### src/rtl/lspc_vram_pkg.sv
// rtl/lspc_vram_pkg.sv - register selects, state encoding and address helper for the CPU VRAM port
package lspc_vram_pkg;

    localparam logic [1:0]  REG_VRAMADDR    = 2'd0;
    localparam logic [1:0]  REG_VRAMRW      = 2'd1;
    localparam logic [1:0]  REG_VRAMMOD     = 2'd2;
    localparam logic [15:0] RD_TIMEOUT_FILL = 16'hFFFF;

    typedef enum logic [1:0] {
        IDLE    = 2'd0,
        RD_WAIT = 2'd1,
        WR_WAIT = 2'd2,
        INC     = 2'd3
    } vram_state_t;

    // Bit 15 picks fast/slow VRAM and is never carried into.
    function automatic logic [15:0] addr_inc(input logic [15:0] a, input logic [15:0] m);
        return {a[15], a[14:0] + m[14:0]};
    endfunction

endpackage

### src/rtl/vram_wr_queue.sv
// rtl/vram_wr_queue.sv - 2-entry {addr,data} write FIFO, built only with VRAM_WR_QUEUE_EN
`ifdef VRAM_WR_QUEUE_EN
module vram_wr_queue (
    input  logic        CLK,
    input  logic        RESET,
    input  logic        push,
    input  logic        pop,
    input  logic [15:0] push_addr,
    input  logic [15:0] push_data,
    output logic [15:0] head_addr,
    output logic [15:0] head_data,
    output logic [15:0] next_addr,
    output logic        empty,
    output logic        last
);
    logic [15:0] addr0, data0, addr1, data1;
    logic [1:0]  cnt;
    logic        do_pop;

    assign do_pop    = pop && (cnt != 2'd0);
    assign head_addr = addr0;
    assign head_data = data0;
    assign next_addr = addr1;
    assign empty     = (cnt == 2'd0);
    assign last      = (cnt == 2'd1);

    always_ff @(posedge CLK or posedge RESET) begin
        if (RESET) begin
            addr0 <= '0;
            data0 <= '0;
            addr1 <= '0;
            data1 <= '0;
            cnt   <= '0;
        end else begin
            case ({push, do_pop})
                2'b10: begin
                    if (cnt == 2'd0) begin
                        addr0 <= push_addr;
                        data0 <= push_data;
                        cnt   <= 2'd1;
                    end else if (cnt == 2'd1) begin
                        addr1 <= push_addr;
                        data1 <= push_data;
                        cnt   <= 2'd2;
                    end else begin
                        // Full: newest entry keeps its address, data is replaced.
                        data1 <= push_data;
                    end
                end
                2'b01: begin
                    addr0 <= addr1;
                    data0 <= data1;
                    cnt   <= cnt - 2'd1;
                end
                2'b11: begin
                    if (cnt == 2'd1) begin
                        addr0 <= push_addr;
                        data0 <= push_data;
                    end else begin
                        addr0 <= addr1;
                        data0 <= data1;
                        addr1 <= push_addr;
                        data1 <= push_data;
                    end
                end
                default: ;
            endcase
        end
    end

endmodule
`endif

### src/rtl/lspc_vram_cpu_port.sv
// rtl/lspc_vram_cpu_port.sv - CPU side of the VRAM access protocol (VRAMADDR/VRAMRW/VRAMMOD)
// VRAM_WR_QUEUE_EN: buffer VRAMRW writes in a 2-entry FIFO instead of a single data register.
module lspc_vram_cpu_port
    import lspc_vram_pkg::*;
#(
    parameter logic [15:0] MOD_RST    = 16'd1,
    parameter logic [7:0]  RD_TIMEOUT = 8'd255
) (
    input  logic        CLK,
    input  logic        RESET,
    input  logic        CPU_WR,
    input  logic        CPU_RD,
    input  logic [1:0]  REG_SEL,
    input  logic [15:0] CPU_DIN,
    output logic [15:0] CPU_DOUT,
    output logic [15:0] VRAM_ADDR,
    output logic [15:0] VRAM_WRITE,
    output logic        REG_VRAMADDR_MSB,
    output logic        nVRAM_WRITE_REQ,
    input  logic        WR_ACK,
    input  logic        RD_STB,
    input  logic [15:0] RD_DATA,
    output logic        BUSY
);
    vram_state_t state, state_nx;
    logic [15:0] vram_addr, vrammod, rd_latch, addr_pend, cpu_dout_q;
    logic [15:0] mod_eff, addr_apply, rd_mux;
    logic [7:0]  rd_timer;
    logic        addr_pend_v, wr_addr, wr_rw, wr_mod, rd_timeout, ack, last_wr, wr_in_inc;

    assign wr_addr    = CPU_WR && (REG_SEL == REG_VRAMADDR);
    assign wr_rw      = CPU_WR && (REG_SEL == REG_VRAMRW);
    assign wr_mod     = CPU_WR && (REG_SEL == REG_VRAMMOD);
    assign mod_eff    = wr_mod ? CPU_DIN : vrammod;
    assign rd_timeout = (rd_timer == RD_TIMEOUT - 8'd1);
    assign ack        = (state == WR_WAIT) && WR_ACK;
    assign addr_apply = wr_addr ? CPU_DIN : addr_pend;

`ifdef VRAM_WR_QUEUE_EN
    logic        q_empty, q_last;
    logic [15:0] q_head_addr, q_head_data, q_next_addr, q_push_addr;

    assign last_wr   = q_last && !wr_rw;
    assign wr_in_inc = wr_rw;

    // Each entry targets the address the write would reach after all earlier queued writes.
    always_comb begin
        q_push_addr = addr_inc(q_last ? q_head_addr : q_next_addr, mod_eff);
        if (q_empty)
            q_push_addr = (state == INC) ? addr_inc(vram_addr, mod_eff) : vram_addr;
    end

    vram_wr_queue u_wr_queue (
        .CLK       (CLK),
        .RESET     (RESET),
        .push      (wr_rw),
        .pop       (ack),
        .push_addr (q_push_addr),
        .push_data (CPU_DIN),
        .head_addr (q_head_addr),
        .head_data (q_head_data),
        .next_addr (q_next_addr),
        .empty     (q_empty),
        .last      (q_last)
    );

    assign VRAM_ADDR  = q_empty ? vram_addr : q_head_addr;
    assign VRAM_WRITE = q_head_data;
`else
    logic [15:0] vram_write;

    assign last_wr    = 1'b1;
    assign wr_in_inc  = 1'b0;
    assign VRAM_ADDR  = vram_addr;
    assign VRAM_WRITE = vram_write;

    // A second VRAMRW write before the ack simply replaces the data (lost write).
    always_ff @(posedge CLK or posedge RESET) begin
        if (RESET)
            vram_write <= '0;
        else if (wr_rw)
            vram_write <= CPU_DIN;
    end
`endif

    always_ff @(posedge CLK or posedge RESET) begin
        if (RESET)
            state <= IDLE;
        else
            state <= state_nx;
    end

    always_comb begin
        state_nx = state;
        unique case (state)
            IDLE:    if (wr_rw) state_nx = WR_WAIT;
                     else if (wr_addr) state_nx = RD_WAIT;
            RD_WAIT: if (wr_rw) state_nx = WR_WAIT;
                     else if (!wr_addr && (RD_STB || rd_timeout)) state_nx = IDLE;
            WR_WAIT: if (ack && last_wr) state_nx = (addr_pend_v || wr_addr) ? RD_WAIT : INC;
            INC:     state_nx = wr_in_inc ? WR_WAIT : RD_WAIT;
        endcase
    end

    always_comb begin
        BUSY             = (state != IDLE);
        nVRAM_WRITE_REQ  = (state != WR_WAIT);
        REG_VRAMADDR_MSB = VRAM_ADDR[15];
        CPU_DOUT         = cpu_dout_q;
        case (REG_SEL)
            REG_VRAMADDR: rd_mux = VRAM_ADDR;
            REG_VRAMRW:   rd_mux = rd_latch;
            REG_VRAMMOD:  rd_mux = vrammod;
            default:      rd_mux = 16'h0000;
        endcase
    end

    always_ff @(posedge CLK or posedge RESET) begin
        if (RESET) begin
            vram_addr   <= '0;
            vrammod     <= MOD_RST;
            rd_latch    <= '0;
            cpu_dout_q  <= '0;
            addr_pend   <= '0;
            addr_pend_v <= 1'b0;
            rd_timer    <= '0;
        end else begin
            if (wr_mod)
                vrammod <= CPU_DIN;
            if (CPU_RD && !CPU_WR)
                cpu_dout_q <= rd_mux;
            rd_timer <= rd_timer + 8'd1;
            unique case (state)
                IDLE, RD_WAIT: begin
                    if (wr_addr) begin
                        vram_addr <= CPU_DIN;
                        rd_timer  <= '0;
                    end else if (state == RD_WAIT && RD_STB)
                        rd_latch <= RD_DATA;
                    else if (state == RD_WAIT && rd_timeout)
                        rd_latch <= RD_TIMEOUT_FILL;
                end
                // An address write here waits for the in-flight write to finish at the old address.
                WR_WAIT: begin
                    if (ack && last_wr) begin
                        addr_pend_v <= 1'b0;
                        rd_timer    <= '0;
                        vram_addr   <= (addr_pend_v || wr_addr) ? addr_apply : VRAM_ADDR;
                    end else if (wr_addr) begin
                        addr_pend   <= CPU_DIN;
                        addr_pend_v <= 1'b1;
                    end
                end
                INC: begin
                    vram_addr <= wr_addr ? CPU_DIN : addr_inc(vram_addr, mod_eff);
                    rd_timer  <= '0;
                end
            endcase
        end
    end

endmodule

### config.mk
export PLATFORM = sky130hd
export DESIGN_NAME = lspc_vram_cpu_port
export DESIGN_NICKNAME = d
export VERILOG_FILES = /design/src/rtl/lspc_vram_pkg.sv /design/src/rtl/vram_wr_queue.sv /design/src/rtl/lspc_vram_cpu_port.sv
export SDC_FILE = /design/constraint.sdc
export NUM_CORES = 1
export LEC_CHECK = 0
export ABC_AREA = 1
export CAP_MARGIN = 0
export CORE_UTILIZATION = 30
export DETAILED_ROUTE_END_ITERATION = 8
export SLEW_MARGIN = 20
export SYNTH_ARGS = -nofsm -noshare
export SYNTH_HDL_FRONTEND = slang
export SYNTH_HIERARCHICAL = 1
export SYNTH_SLANG_ARGS = --single-unit
### constraint.sdc
create_clock -name CLK -period 7.9 [get_ports CLK]
set_clock_uncertainty 0.2 [all_clocks]
set_input_delay 1.975 -clock CLK [delete_from_list [all_inputs] [get_ports CLK]]
set_output_delay 1.975 -clock CLK [all_outputs]
set_load 0.02 [all_outputs]
==> results by group, run 1 <==
Status
  – Status: complete, no violations

Logic synthesis
  – Synth top area share: approximately 45%
  – Synth Register Bits: 107
  – Post-synthesis cell area: ~6000 sq um
  – Syn nets: between 700 and 800
  – Netlist cell types: 42
  – Dominant cells by area after synthesis: dfrtp_1 45%, nand2_1 13%, o21ai_0 5.9%
  – Main flop type after synthesis: dfrtp_1
  – Yosys warning count: 6
  – Most area-hungry cell type in the Yosys netlist: dfrtp_1
  – Syn Inst Count: between 700 and 800
  – Avg Inst Size Synth: roughly 8 sq um
  – Sequential share of the synthesized area: between 40% and 50%
  – Commonest cells in the netlist: 208 x nand2_1, 106 x dfrtp_1, 86 x inv_1, 69 x o21ai_0, 57 x nor2_1
  – Most common cell in the netlist: nand2_1
  – Asr flop ratio synth: 100.0%
  – EDFF count, synth: 0

Floorplan
  – Io pins: between 90 and 100
  – Row count: 50
  – Die Y: between 100 and 150 microns
  – Core box area: 18960 sq um
  – Die width: roughly 140 microns
  – Initial Util: a little under a third
  – Die area: approximately 20000 sq um

Setup path
  – WP data required: 8.00 ns
  – CP Buf/Inv Count: 2
  – Largest fanout on the critical path: 31
  – Worst Path Arrival: around 5.0 ns
  – Top cell by count, worst path: nand2_1
  – Slowest-stage cell, CP: clkdlybuf4s50_1
  – Worst reg2reg setup slack: 5.29 ns
  – Crit path cell chain: clkdlybuf4s50_1 > nand3_2 > nand2_1 > o21ai_0 > ha_1 > fa_1 > nand2_1 > nand2_1 > nand2_1 > inv_1 > nand2_1 > nand3_1 > nand3_1 > nand3_1 > a21oi_2
  – Nature of the critical path startpoint: input pin
  – Crit-path max cell delay: 0.68 ns
  – CP Depth: 15
  – Crit path kind: input pin to flip-flop
  – Largest delay contributor family on the critical path: simple AND/OR/NAND/NOR gates
  – Setup crit end kind: flip-flop
  – Worst r2r path cells: 9

GRT
  – Total congestion overflow: 0
  – Largest net degree at the start of global routing: 64
  – Via count of the first global-routing pass: around 4700
  – Initial antenna violation count: 0
  – GR Util All Layers: between 10% and 20%
  – First-pass GRT wire length: roughly 26 mm

Final layout
  – Antenna fix cells: 0
  – Fillers: 1981
  – Final Cell Area: between 7000 and 8000 sq um
  – Synth-to-Final Area Change: 24.80%
  – Fraction of layout cells with a size suffix above 1: 7.853%
  – Net count, final: between 800 and 900
  – Fin util: between 30 and 40%

STA
  – Hold Slack: ~0.28 ns
  – Final hold vios: 0
  – # setup viols final: 0
  – Final Max Slew Viols: 0
  – Setup TNS: 0 ns
  – Worst setup margin: 3.032 ns
  – RSZ-0062 raised after global routing: false
  – Fin crit period: 4.868 ns
  – Achievable Freq: 205.4 MHz
  – Tightest Pin Transition: 0.8037 ns
  – Slew HR: 46.42%
  – Final worst path period share: a little over 60%

CTS
  – Inserted Clock Buffers: 9
  – Cts hold-fix bufs: 0
  – Post_cts resized: 0
  – CTS sink count: between 100 and 150
  – CTS tree: built
  – Root Buffer: clkbuf_16
  – H-tree Lvls: 3
  – Worst-skew pair later-pin latency: between 0.3 and 0.4 ns
  – Worst-path clk slew: around 0.07 ns
  – Clock tree buffer depth: 2
  – # Post-CTS Setup Buffers: 0

Place
  – Port bufs: 90
  – Post-place setup slack: 2.219 ns
  – GPL Wtd Cong: about 0.96
  – HPWL after detailed placement: about 12 mm
  – DP Area: about 7000 sq um

Power and ir drop
  – VDD IR-drop max: roughly 0.12 mV
  – PwrDens: 336.9 nW/um^2
  – LEAKAGE: roughly 3.4 nW

Detailed routing
  – Routed wire length: between 15 and 20 mm
  – Initial DRC count: ~370
  – Via density: about 4.7
  – Drt wl/cell: 15.11 microns
  – Antenna-violating nets left: 0
  – Vias: about 5000
  – TritonRoute pass-1 iters: 5
  – DRC viols: 0

Run
  – Number of max-cap violations: 0

Min path
  – Cells on Worst Hold Path: 2
  – Hold Crit Class: flip-flop to flip-flop
==> kinds of logic (layout without fill, tap and decap cells) <==
kind of cell,after synthesis,after routing,synth area share (%)
compound gates,137,137,14.24
xor+xnor,4,4,0.5971
fa+ha+maj,21,21,4.606
buf+inv,116,199,8.102
flops,107,107,45.65
mux,16,16,3.070
simple gates,331,331,23.73
==> worst paths after layout <==
| kind | start | to |
|---|---|---|
| worst max-delay path | REG_SEL[1] | VRAM_ADDR[8] |
| worst min register to register | addr_pend[6] | addr_pend[6] |
| worst max register to register | state[1] | VRAM_ADDR[0] |
| max in group asynchronous | RESET | rd_timer[2] |
| worst min-delay path | addr_pend[6] | addr_pend[6] |
| min in group asynchronous | RESET | rd_latch[15] |
==> cell type report <==
| type | instances | area (sq um) | area share (%) |
|---|---|---|---|
| Tap cell | 260 | 325.3 | 4.442 |
| Clock buffer | 10 | 239.0 | 3.263 |
| Multi-Input combinational cell | 509 | 2721 | 37.16 |
| Sequential cell | 107 | 2679 | 36.58 |
| Clock inverter | 6 | 93.84 | 1.281 |
| Inverter | 91 | 349.1 | 4.767 |
| Timing Repair Buffer | 92 | 915.9 | 12.51 |
==> through the flow <==
| step | total power [mW] | cells |
|---|---|---|
| finish | 2.467 | 1075 |
| CTS | 2.486 | 1075 |
| global route | 2.660 | 1075 |
| floorplan | 1.572 | 732 |
| global placement | 1.960 | 1059 |
| detailed placement | 1.969 | 1059 |
==> routing by layer <==
layer | routed length, microns | track usage (%) | up-vias
li1 | - | - | 2537
met4 | 201 | 4.980 | 0
met1 | 8504 | 25.34 | 2335
met2 | 6674 | 24.63 | 119
met3 | 860 | 3.814 | 11
met5 | 0 | 0 | -
==> power by group <==
| group | switching (mW) | internal [mW] | total (mW) |
|---|---|---|---|
| Clock | 0.218 | 0.290 | 0.507 |
| Combinational | 0.606 | 0.462 | 1.07 |
| Sequential | 0.163 | 0.729 | 0.892 |
| Total | 0.987 | 1.48 | 2.47 |
==> sequential cells by signal (all words and copies together), names as in the netlist <==
signal and cells:
addr_pend 16, rd_latch 16, addr_pend_v 1, vrammod 16
rd_timer 8, VRAM_ADDR 16, state 2, VRAM_WRITE 16
CPU_DOUT 16
==> cell usage in the layout (no fill, tap or decap), types with 2 or more instances in the layout <==
| cell type | count |
|---|---|
| mux2_2 | 16 |
| inv_1 | 85 |
| inv_4 | 3 |
| ha_1 | 20 |
| nand3_1 | 48 |
| a21oi_2 | 11 |
| o22a_1 | 15 |
| nor2_2 | 2 |
| inv_2 | 3 |
| o22ai_1 | 11 |
| o21ai_1 | 2 |
| buf_4 | 2 |
| o21ai_0 | 69 |
| and3_1 | 2 |
| nand2_2 | 2 |
| clkbuf_16 | 9 |
| nor2_1 | 56 |
| xor2_1 | 3 |
| clkdlybuf4s50_1 | 90 |
| nand4_1 | 3 |
| nor2_4 | 3 |
| nand2_1 | 208 |
| inv_6 | 2 |
| bufinv_16 | 2 |
| dfrtp_1 | 106 |
| nor3_1 | 2 |
| o211ai_1 | 3 |
| a21oi_1 | 18 |
==> tightest hold or removal path, stage by stage, from the launching register on <==
cell and delay (ns):
dfrtp_1 0.34, nand2_1 0.05, o21ai_0 0.06
Note: power is estimated with default switching activity, not from simulation.
==> inputs of run 2 (changes only) <==
==> constraint.sdc (replaced) <==
create_clock -name CLK -period 4.3 [get_ports CLK]
set_clock_uncertainty 0.2 [all_clocks]
set_input_delay 1.075 -clock CLK [delete_from_list [all_inputs] [get_ports CLK]]
set_output_delay 1.075 -clock CLK [all_outputs]
set_load 0.02 [all_outputs]
==> run 2 against run 1 <==
Die area unchanged. Non-clock buffer count up 6. Combinational power up 84%. Clock-buffer cell count up 4. Sequential cell count unchanged. Setup slack worse by 2.3 ns. Sequential share of layout area down 0.22 points. Critical path type is now flip-flop to output pin. Largest power group unchanged.
==> results by group, run 2 (synthesis gave the netlist of run 1 again) <==
Detailed routing
  – Via density: ~4.7
  – Routed wire length: around 16 mm
  – DRC viols: 0
  – Antenna-violating nets left: 0
  – Drt wl/cell: 14.89 microns
  – Vias: just over 5000
  – Initial DRC count: 340
  – TritonRoute pass-1 iters: 5

Power and ir drop
  – Combinational group share of total power: between 40% and 50%
  – Cell Int Power: roughly 2.7 mW
  – PnR Total Power: between 4 and 5 mW
  – Flop pwr share: about 37%
  – Sw frac: 39.64%
  – Psw: around 1.8 mW
  – LEAKAGE: 3.481 nW
  – VDD IR-drop max: about 0.21 mV
  – PwrDens: 608.6 nW/um^2
  – Clk pwr share: 19.6%

CTS
  – Clock tree buffer depth: 2
  – # Post-CTS Setup Buffers: 0
  – Cts hold-fix bufs: 0
  – Worst-path clk slew: 0.07 ns
  – H-tree Lvls: 3
  – Root Buffer: clkbuf_16
  – Inserted Clock Buffers: 9
  – Worst-skew pair later-pin latency: ~0.36 ns
  – CTS sink count: 107
  – CTS tree: built
  – Post_cts resized: 0

Setup path
  – Worst Path Arrival: about 2.3 ns
  – Largest fanout on the critical path: 19
  – Crit path kind: flip-flop to output pin
  – Crit path from: state[1]
  – Worst reg2reg setup slack: 1.71 ns
  – Nature of the critical path startpoint: flip-flop
  – Reg2reg end: VRAM_ADDR[11]
  – Worst R2R Start: state[1]
  – CP Depth: 4
  – Largest delay contributor family on the critical path: buffers and inverters
  – WP data required: approximately 3.0 ns
  – Crit path cell chain: inv_4 > nor2_4 > inv_2 > clkdlybuf4s50_1
  – Worst r2r path cells: 8
  – Slowest-stage cell, CP: dfrtp_1
  – Crit path to: nVRAM_WRITE_REQ
  – Setup crit end kind: output pin
  – Crit-path max cell delay: 0.84 ns
  – CP Buf/Inv Count: 3

Place
  – Port bufs: 90
  – GPL Wtd Cong: between 0.9 and 1
  – HPWL after detailed placement: approximately 12 mm

Min path
  – Hold Crit Class: flip-flop to flip-flop

Floorplan
  – Die width: approximately 140 microns
  – Initial Util: around 31%
  – Core box area: 18960 sq um
  – Die area: about 20000 sq um
  – Io pins: between 90 and 100
  – Row count: 50
  – Die Y: ~140 microns

GRT
  – Met3 usage: roughly 3.5%
  – Via count of the first global-routing pass: between 4000 and 5000
  – Initial antenna violation count: 0
  – GR peak layer: met2
  – Largest net degree at the start of global routing: 57
  – M2 GR Usage: between 20% and 30%
  – Met1 usage: about 25%
  – GR Util All Layers: between 10% and 20%
  – First-pass GRT wire length: around 26 mm
  – Total congestion overflow: 0

STA
  – # setup viols final: 0
  – Slew HR: slightly below 50%
  – Fin crit period: 3.597 ns
  – Final worst path period share: between 80% and 90%
  – Setup TNS: 0 ns
  – RSZ-0062 raised after global routing: false
  – Tightest Pin Transition: around 0.76 ns
  – Achievable Freq: 278.0 MHz
  – Final Max Slew Viols: 0
  – Final hold vios: 0

Final layout
  – Antenna fix cells: 0
  – Fin util: roughly two fifths
  – Fraction of layout cells with a size suffix above 1: a little over 8%
  – Commonest non-fill, non-tap cell in the layout: nand2_1
  – Most frequent cells in the layout: 208 x nand2_1, 106 x dfrtp_1, 90 x clkdlybuf4s50_1
  – Synth-to-Final Area Change: 25.54%
  – Net count, final: roughly 900

Status
  – Status: complete, no violations

Run
  – Number of max-cap violations: 0
[run 2: changes by cell type in the layout (fill, tap and decap cells not counted), sizes merged]
| cell | before | now |
|---|---|---|
| buf | 2 | 8 |
| bufinv | 2 | 1 |
| clkbuf | 10 | 14 |
| clkinv | 1 | 0 |
| clkinvlp | 1 | 0 |
| inv | 93 | 91 |
[run 2: final cells by class]
type	count	area [sq um]
Fill cell	1906	11590
Multi-Input combinational cell	509	2714
Sequential cell	107	2679
Timing Repair Buffer	98	985.9
Inverter	91	349.1
Tap cell	260	325.3
Clock buffer	14	284.0
Clock inverter	1	30.03
[run 2: worst min-delay path by stage]
stage / startpoint / endpoint / slack (ns) / depth (start not counted)
global route: VRAM_WRITE[11] / VRAM_WRITE[11] / 0.31 / 2
CTS: addr_pend[13] / addr_pend[13] / 0.29 / 2
global placement: addr_pend[6] / addr_pend[6] / 0.26 / 2
detailed placement: addr_pend[13] / addr_pend[13] / 0.27 / 2
floorplan: addr_pend[11] / addr_pend[11] / 0.25 / 2
finish: addr_pend[6] / addr_pend[6] / 0.29 / 2
[run 2: worst reg2reg max path: cells and delay by family (launching register included)]
family                 cells  cell delay [ns]
AO/OA/AOI/OAI              2             0.41
flip-flops                 1             0.66
buffers and inverters      2             0.47
AND/OR/NAND/NOR            4             0.72
[run 2: metal layers]
layer  vias up  part of all wire, %
met3        18                  6.1
met1      2368                   50
met4         0                  1.3
li1       2538                    -
met5         -                    0
met2       145                   42
[run 2: power groups by stage]
| stage | sequential, mW | clock (mW) | combinational (mW) |
|---|---|---|---|
| 2_1_floorplan | 1.73 | 0 | 1.16 |
| 3_3_place_gp | 1.65 | 0 | 1.96 |
| 3_5_place_dp | 1.65 | 0 | 1.97 |
| 4_1_cts | 1.64 | 0.907 | 1.98 |
| 5_1_grt | 1.69 | 0.940 | 2.22 |
| 6_report | 1.64 | 0.878 | 1.97 |
[run 2: metrics by stage]
stage	cell area (sq um)	instances	hold slack, ns	worst slack [ns]
global placement	7053	1065	0.2617	0.4830
CTS	7367	1080	0.2887	0.7177
finish	7367	1080	0.2859	0.7025
global route	7367	1080	0.3143	0.5550
detailed placement	7053	1065	0.2712	0.4230
floorplan	5868	732	0.2479	0.2094
